<file path="src/rtl/boot_sequencer_pkg.sv">
// Shared types and constants for the boot-time image loader.
package boot_sequencer_pkg;

    typedef enum logic [2:0] {
        ST_IDLE,
        ST_LEN_HI,
        ST_DATA,
        ST_WRITE,
        ST_RUN,
        ST_ERR
    } boot_state_t;

    localparam int BOOT_LEN_BYTES = 2;

endpackage

</file>
<file path="src/rtl/byte_packer.sv">
// Four-lane byte register: assembles LSB-first bytes into a 32-bit word.
module byte_packer (
    input  logic        clk,
    input  logic        clr,
    input  logic        load,
    input  logic [7:0]  byte_in,
    output logic [1:0]  byte_idx,
    output logic        word_done,
    output logic [31:0] word
);

    logic [3:0][7:0] lanes;
    logic [3:0][7:0] merged;

    always_ff @(posedge clk) begin
        if (clr) begin
            byte_idx <= '0;
        end else if (load) begin
            byte_idx <= byte_idx + 2'd1;
        end
    end

    // Lanes carry no reset: a word is only consumed once all four lanes are rewritten.
    always_ff @(posedge clk) begin
        if (load) begin
            lanes[byte_idx] <= byte_in;
        end
    end

    // Present the completed word in the same cycle the last byte arrives.
    always_comb begin
        merged = lanes;
        if (load) begin
            merged[byte_idx] = byte_in;
        end
    end

    assign word      = merged;
    assign word_done = load && (byte_idx == 2'd3);

endmodule

</file>
<file path="src/rtl/boot_sequencer.sv">
// Loads a length-prefixed byte stream into instruction memory, then releases the core.
module boot_sequencer
    import boot_sequencer_pkg::*;
#(
    parameter int WIDTH     = 32,
    parameter int MAX_WORDS = 512
) (
    input  logic             clk,
    input  logic             rst,
    input  logic [7:0]       rx_data,
    input  logic             rx_valid,
    output logic             rx_ready,
    output logic [WIDTH-1:0] flash_addr,
    output logic [WIDTH-1:0] flash_data,
    output logic             flash_en,
    output logic             core_rst,
    output logic             busy,
    output logic             done,
    output logic             err
);

    localparam int IDX_W = $clog2(MAX_WORDS);
    localparam int LEN_W = 8 * BOOT_LEN_BYTES;

    boot_state_t      state, state_nxt;
    logic [LEN_W-1:0] len;
    logic [LEN_W-1:0] len_rx;
    logic [IDX_W-1:0] word_idx;
    logic             fire;
    logic             len_bad;
    logic             last_word;
    logic             pk_load;
    logic             pk_clr;
    logic [1:0]       byte_idx;
    logic             word_done;
    logic [31:0]      word;

    assign rx_ready  = !rst && (state inside {ST_IDLE, ST_LEN_HI, ST_DATA});
    assign fire      = rx_valid && rx_ready;
    assign len_rx    = {rx_data, len[7:0]};
    assign len_bad   = (len_rx == '0) || (len_rx > LEN_W'(MAX_WORDS));
    assign last_word = (LEN_W'(word_idx) == (len - LEN_W'(1)));
    assign pk_load   = fire && (state == ST_DATA);
    assign pk_clr    = rst || (state == ST_IDLE);

    byte_packer u_packer (
        .clk       (clk),
        .clr       (pk_clr),
        .load      (pk_load),
        .byte_in   (rx_data),
        .byte_idx  (byte_idx),
        .word_done (word_done),
        .word      (word)
    );

    always_ff @(posedge clk) begin
        if (rst) begin
            state <= ST_IDLE;
        end else begin
            state <= state_nxt;
        end
    end

    always_comb begin
        state_nxt = state;
        flash_en  = 1'b0;
        core_rst  = 1'b1;
        busy      = 1'b0;
        done      = 1'b0;
        err       = 1'b0;
        case (state)
            ST_IDLE: begin
                if (fire) state_nxt = ST_LEN_HI;
            end
            ST_LEN_HI: begin
                busy = 1'b1;
                if (fire) state_nxt = len_bad ? ST_ERR : ST_DATA;
            end
            ST_DATA: begin
                busy = 1'b1;
                if (word_done) state_nxt = ST_WRITE;
            end
            ST_WRITE: begin
                busy      = 1'b1;
                flash_en  = 1'b1;
                state_nxt = last_word ? ST_RUN : ST_DATA;
            end
            ST_RUN: begin
                core_rst = 1'b0;
                done     = 1'b1;
            end
            ST_ERR: begin
                err = 1'b1;
            end
            default: state_nxt = ST_IDLE;
        endcase
    end

    // Flash port is captured with the 4th byte so it is stable for the whole WRITE cycle.
    always_ff @(posedge clk) begin
        if (rst) begin
            len        <= '0;
            word_idx   <= '0;
            flash_addr <= '0;
            flash_data <= '0;
        end else begin
            if (fire && (state == ST_IDLE)) begin
                len[7:0] <= rx_data;
            end
            if (fire && (state == ST_LEN_HI)) begin
                len[LEN_W-1:8] <= rx_data;
                word_idx       <= '0;
            end
            if ((state == ST_WRITE) && !last_word) begin
                word_idx <= word_idx + IDX_W'(1);
            end
            if (word_done) begin
                flash_addr <= WIDTH'({word_idx, 2'b00});
                flash_data <= WIDTH'(word);
            end
        end
    end

endmodule

</file>
<file path="config.mk">
export PLATFORM = sky130hd
export DESIGN_NAME = boot_sequencer
export DESIGN_NICKNAME = d
export VERILOG_FILES = /design/src/rtl/boot_sequencer_pkg.sv /design/src/rtl/byte_packer.sv /design/src/rtl/boot_sequencer.sv
export SDC_FILE = /design/constraint.sdc
export NUM_CORES = 1
export LEC_CHECK = 0
export CORE_MARGIN = 8
export CORE_UTILIZATION = 56
export DETAILED_ROUTE_END_ITERATION = 8
export GPL_TIMING_DRIVEN = 0
export PLACE_DENSITY = 0.84
export SLEW_MARGIN = 0
export SYNTH_ARGS = -nofsm -noshare
export SYNTH_HDL_FRONTEND = slang
export SYNTH_SLANG_ARGS = --single-unit
</file>
<file path="constraint.sdc">
create_clock -name clk -period 5.65 [get_ports clk]
set_input_delay 0.8475 -clock clk [delete_from_list [all_inputs] [get_ports clk]]
set_output_delay 0.8475 -clock clk [all_outputs]
set_load 0.1 [all_outputs]
</file>
==> results.md, run 1 <==
- Top cell type's share of synthesized area: 45.0%
- CTS tree: done
- Cell area after layout: 5220 µm²
- Worst slew margin: 31.9%
- Synth area leader: dfxtp_1
- Int Pwr: 1020 µW
- Met1 Usage GRT: 25.2%
- Seq pwr share: 48.5%
- Sw power: 477 µW
- Worst Tran Pin Value: 1020 ps
- # diodes: 0
- Cts hold-fix bufs: 0
- RSZ-0062 raised after global routing: false
- FF+latch count, synth: 95
- Pwr per Cell Area: 287 nW/µm²
- Initial DRC count: 234
- Tmin final: 3750 ps
- DR vias/cell: 5.32
- WS Path Type: input pin to primary output
- DPL Wire Length: 7770 µm
- Layout cells sized above 1: 12.7%
- Grt met2 use: 34.6%
- Initial antenna violation count: 0
- Max cap viols: 0
- Vias in the first global route: 3554
- Cell count after synthesis: 487
- Final setup vio count: 0
- Register area share after synthesis: 45.0%
- Final Max Slew Viols: 0
- Clock skew: 7.53 ps
- DP Area: 5010 µm²
- Top_reg_cell synth: dfxtp_1
- Clk network pwr share: 31.7%
- Post-synth EDFFs: 0
- Hold WC Path Type: flip-flop to flip-flop
- Die height: 103 µm
- Met3 usage: 4.46%
- Clock buffer depth: 2
- Clock sink count: 95
- Clock-pin transition on the worst setup and hold timing paths: 100 ps
- I/O pin cnt: 81
- GP Congestion: 0.886
- First-pass GRT wire length: 17200 µm
- Die W: 103 µm
- Yosys cell types: 49
- CP startpoint kind: input pin
- Tot Pwr: 1500 µW
- Static Leak: 0.00203 µW
- Post-Syn Area per Cell: 8.69 µm²
- Wire per inst: 15.6 µm
- # resized after CTS: 0
- Combinational share of power: 19.8%
- DRT Pass-1 Iters: 4
- Final cycle utilization of the critical path: 66.4%
- GRT Overall Usage: 20.7%
- Top fanout value on the critical path: 4
- Most frequent cells in the layout: nand2_1 (99), dfxtp_1 (95), clkdlybuf4s50_1 (57)
- CORE AREA: 7290 µm²
- Root buffer cell: clkbuf_8
- VDD IR max: 0.000218 V
- Switch share: 31.8%
- Std-Cell Rows: 31
- Most common cell after layout, fill and taps aside: nand2_1
- Initial cell density of the core: 58.0%
- Setup TNS: 0 ps
- Layout Nets: 594
- GRT busiest layer: met2
- Fmax: 266 MHz
- DRC: 0
- Post-synth ARST share: 0%
- Via Count: 3622
- Status: finished clean
- Total CTS buffers: 9
- Fill count: 578
- Area delta synth->final: 23.5%
- Die area: 10600 µm²
- Total gr overflow: 0
- Final Hold Viols: 0
- Crit path capture type: primary output
- Largest net degree at the start of global routing: 19
- H-Tree Depth: 3
- IO buf count: 57
- CP arrival: 2910 ps
- Netlist Area Pre-Place: 4230 µm²
- Yosys warnings: 0
- Crit path required time: 4800 ps
- Routed WL: 10700 µm
- Post-DRT Antenna Nets: 0
- Synth top area cells: dfxtp_1 (45%), nand2_1 (8.8%), mux2_2 (6.4%), a21oi_1 (5.8%), buf_4 (4.1%)
- Setup Buffers After CTS: 0
- Later-pin clock latency in the skew report: 360 ps
-- cell type report --
| type | count | area (µm²) | share of cell area (%) |
|---|---|---|---|
| multi-input cells | 346 | 2060 | 39.4 |
| flip-flops and latches | 95 | 1900 | 36.4 |
| repair buffers | 57 | 571 | 10.9 |
| plain buffers | 57 | 312 | 5.97 |
| clock buffers | 9 | 124 | 2.37 |
| well taps | 99 | 124 | 2.37 |
| clock inverters | 7 | 91.3 | 1.75 |
| inverters | 11 | 41.3 | 0.791 |
-- cell usage after synthesis (4+ instances only) --
master,instances
nor2_1,33
nand2_1,99
xor2_1,9
nand3_1,6
a21oi_1,49
and3_1,4
nor3_1,9
clkbuf_1,29
mux2_2,24
inv_1,11
buf_4,23
nor4_1,7
ha_1,6
dfxtp_1,95
mux2i_1,17
or3_1,4
xnor2_1,6
nand4_1,4
-- flip-flops by register name (all words and copies together) (netlist names) --
| register | count |
|---|---|
| u_packer.byte_idx | 2 |
| u_packer.lanes | 24 |
| flash_data | 32 |
| len | 16 |
| word_idx | 9 |
| state | 3 |
| flash_addr | 9 |
-- stage by stage --
| stage | setup slack (ps) | utilization [%] | cells | hold WS [ps] |
|---|---|---|---|---|
| global route | 1850 | 71.6 | 681 | 488 |
| CTS | 1910 | 71.6 | 681 | 460 |
| detailed placement | 1920 | 68.7 | 665 | 446 |
| finish | 1900 | 71.6 | 681 | 458 |
| floorplan | 2470 | - | 509 | 450 |
| global placement | 1970 | 68.7 | 665 | 442 |
-- critical path, stage by stage --
cell and delay [ps]:
clkdlybuf4s50_1 490, nor2_1 250, and2_1 180, clkdlybuf4s50_1 1140
-- routing by layer --
layer | wire length, µm | share of wire, % | vias to the layer above
met5 | 0 | 0 | -
met4 | 209 | 2.0 | 0
met3 | 793 | 7.4 | 21
met2 | 5020 | 47 | 129
met1 | 4630 | 43 | 1694
li1 | - | - | 1778
-- final timing paths --
kind	endpoint	slack, ps	from	cells after the start
min reg2reg	flash_data[18]$_SDFFE_PP0P_	460	flash_data[18]$_SDFFE_PP0P_	2
max	rx_ready	1900	rst	4
min	flash_data[18]$_SDFFE_PP0P_	460	flash_data[18]$_SDFFE_PP0P_	2
max reg2reg	word_idx[6]$_SDFFE_PP0P_	2470	len[1]$_SDFFE_PP0P_	12
-- kinds of logic after synthesis --
family | count (synthesis) | synth area share (%)
and+or+nand+nor | 182 | 19.4
DFF | 95 | 45.0
buffers and inverters | 68 | 8.34
other | 1 | 0.0886
muxes | 41 | 10.4
xor gates and xnor gates | 15 | 3.11
adders and majority gates | 6 | 1.77
AOI/OAI and AO/OA | 79 | 11.9
-- power by group through the flow --
| stage | clock network [µW] | registers (µW) | logic (µW) |
|---|---|---|---|
| 6_report | 474 | 727 | 297 |
| 5_1_grt | 511 | 730 | 317 |
| 4_1_cts | 481 | 726 | 294 |
| 3_5_place_dp | 0 | 741 | 292 |
| 3_3_place_gp | 0 | 739 | 285 |
| 2_1_floorplan | 0 | 736 | 241 |
Note: power is estimated with default switching activity, not from simulation.
==> run 2, diff against run 1 <==
--- a/config.mk
+++ b/config.mk
@@ -6,10 +6,10 @@
 export NUM_CORES = 1
 export LEC_CHECK = 0
 export CORE_MARGIN = 8
-export CORE_UTILIZATION = 56
+export CORE_UTILIZATION = 47
 export DETAILED_ROUTE_END_ITERATION = 8
 export GPL_TIMING_DRIVEN = 0
-export PLACE_DENSITY = 0.84
+export PLACE_DENSITY = 0.75
 export SLEW_MARGIN = 0
 export SYNTH_ARGS = -nofsm -noshare
 export SYNTH_HDL_FRONTEND = slang
==> constraint.sdc (replaced) <==
create_clock -name clk -period 3.41 [get_ports clk]
set_input_delay 0.5115 -clock clk [delete_from_list [all_inputs] [get_ports clk]]
set_output_delay 0.5115 -clock clk [all_outputs]
set_load 0.1 [all_outputs]
==> run 2 against run 1 <==
  * Non-clock buffer count unchanged
  * Wire length down 1.6%
  * Combinational power rose by 65%
  * Critical path depth up 8
  * Hold slack about the same
  * Sequential power up 65%
  * Highest routed layer unchanged
==> results.md, run 2 (synthesized netlist as in run 1, its figures left out) <==
- Initial antenna violation count: 0
- Cts hold-fix bufs: 0
- DR vias/cell: 5.21
- Die area: 12300 µm²
- CP startpoint kind: flip-flop
- DPL Wire Length: 7690 µm
- Worst Tran Pin Value: 1000 ps
- Post-DRT Antenna Nets: 0
- Worst path slowest cell: a2111o_1
- Vias in the first global route: 3553
- IO buf count: 57
- Final cycle utilization of the critical path: 91.0%
- # diodes: 0
- Area occupied by multi-input gates: 2060 µm²
- Top fanout value on the critical path: 10
- Wire per inst: 15.2 µm
- Crit path required time: 3660 ps
- Core Util, Final: 59.8%
- First-pass GRT wire length: 17400 µm
- CORE AREA: 8720 µm²
- Static Leak: 0.00202 µW
- Clock buffer depth: 2
- # resized after CTS: 0
- Crit-path cells: clkbuf_1, inv_1, ha_1, clkbuf_1, nand2b_1, o41ai_2, o31ai_1, a2111o_1, o21ai_1, buf_2, nor3_1, a211o_1
- FF/Latch Area: 1900 µm²
- Setup Buffers After CTS: 0
- CTS tree: done
- Clock-pin transition on the worst setup and hold timing paths: 90 ps
- Max reg flops: 32
- Fill count: 764
- Most frequent cells in the layout: nand2_1 (99), dfxtp_1 (95), clkdlybuf4s50_1 (57)
- Reg with most FFs: flash_data
- Top flop regs: flash_data x32, u_packer.lanes x24, len x16
- Tmin final: 3100 ps
- Max cap viols: 0
- Final Hold Viols: 0
- Clock sink count: 95
- Max stage delay on crit path: 410 ps
- Total gr overflow: 0
- Routed WL: 10500 µm
- DRC: 0
- WS Path Type: flip-flop to flip-flop
- Worst slew margin: 33.0%
- VDD IR max: 0.000374 V
- Crit path capture type: flip-flop
- Initial DRC count: 136
- DRT Pass-1 Iters: 4
- Initial cell density of the core: 48.5%
- I/O pin cnt: 81
- Final Max Slew Viols: 0
- Later-pin clock latency in the skew report: 370 ps
- GRT Overall Usage: 17.0%
- Most used cell, CP: clkbuf_1
- Pwr per Cell Area: 464 nW/µm²
- H-Tree Depth: 3
- Area delta synth->final: 23.2%
- Die height: 111 µm
- Family with the most delay on the worst path: compound AO/OA/AOI/OAI gates
- Final setup vio count: 0
- CP arrival: 3360 ps
- RSZ-0062 raised after global routing: false
- Layout cells sized above 1: 12.5%
- Setup TNS: 0 ps
- Fmax: 322 MHz
- Std-Cell Rows: 34
- Via Count: 3593
- Layout Nets: 594
- Root buffer cell: clkbuf_8
- CP bufs+invs: 4
- GP Congestion: 0.890
- Clock skew: 10.2 ps
- Most common cell after layout, fill and taps aside: nand2_1
- Largest net degree at the start of global routing: 17
- Hold WC Path Type: flip-flop to flip-flop
- Status: finished clean
- Total CTS buffers: 9
- Die W: 111 µm
-- run 2: power by group --
group | total, µW | switching (µW) | internal (µW)
clock network | 722 | 406 | 316
logic | 491 | 334 | 157
registers | 1200 | 26.5 | 1180
-- run 2: final timing paths --
| path | startpoint | end | slack, ps | cells after the start |
|---|---|---|---|---|
| worst min register to register | flash_addr[7]$_SDFFE_PP0P_ | flash_addr[7]$_SDFFE_PP0P_ | 460 | 2 |
| worst min-delay path | flash_addr[7]$_SDFFE_PP0P_ | flash_addr[7]$_SDFFE_PP0P_ | 460 | 2 |
| worst max-delay path | len[1]$_SDFFE_PP0P_ | word_idx[6]$_SDFFE_PP0P_ | 310 | 12 |
| worst max register to register | len[1]$_SDFFE_PP0P_ | word_idx[6]$_SDFFE_PP0P_ | 310 | 12 |
-- run 2: per-stage QoR --
stage               hold WS, ps  std cells  worst slack, ps  cell area (µm²)  total power (µW)
floorplan                   450        509              570             4310              1620
global placement            441        674              305             5020              1700
detailed placement          447        674              314             5020              1710
CTS                         460        690              295             5210              2430
global route                479        690              113             5210              2520
finish                      458        690              306             5210              2420
-- run 2: tightest hold or removal path, stage by stage, from the launching register on --
cell and delay (ps):
dfxtp_1 320, nand2_1 50, a21oi_1 50
-- run 2: final cells by class --
| cell class | count | share of cell area (%) |
|---|---|---|
| inverter | 11 | 0.792 |
| multi-input combinational | 346 | 39.5 |
| tap | 108 | 2.59 |
| clock inverter | 4 | 0.720 |
| sequential | 95 | 36.5 |
| timing repair buffer | 57 | 10.9 |
| buffer | 57 | 5.98 |
| clock buffer | 12 | 2.98 |
-- run 2: layer usage --
layer	track usage (%)	routed length, µm	up-vias
met5	0	0	-
met1	19.3	4470	1706
met3	6.28	830	13
li1	-	-	1775
met2	28.5	5050	99
met4	6.13	127	0
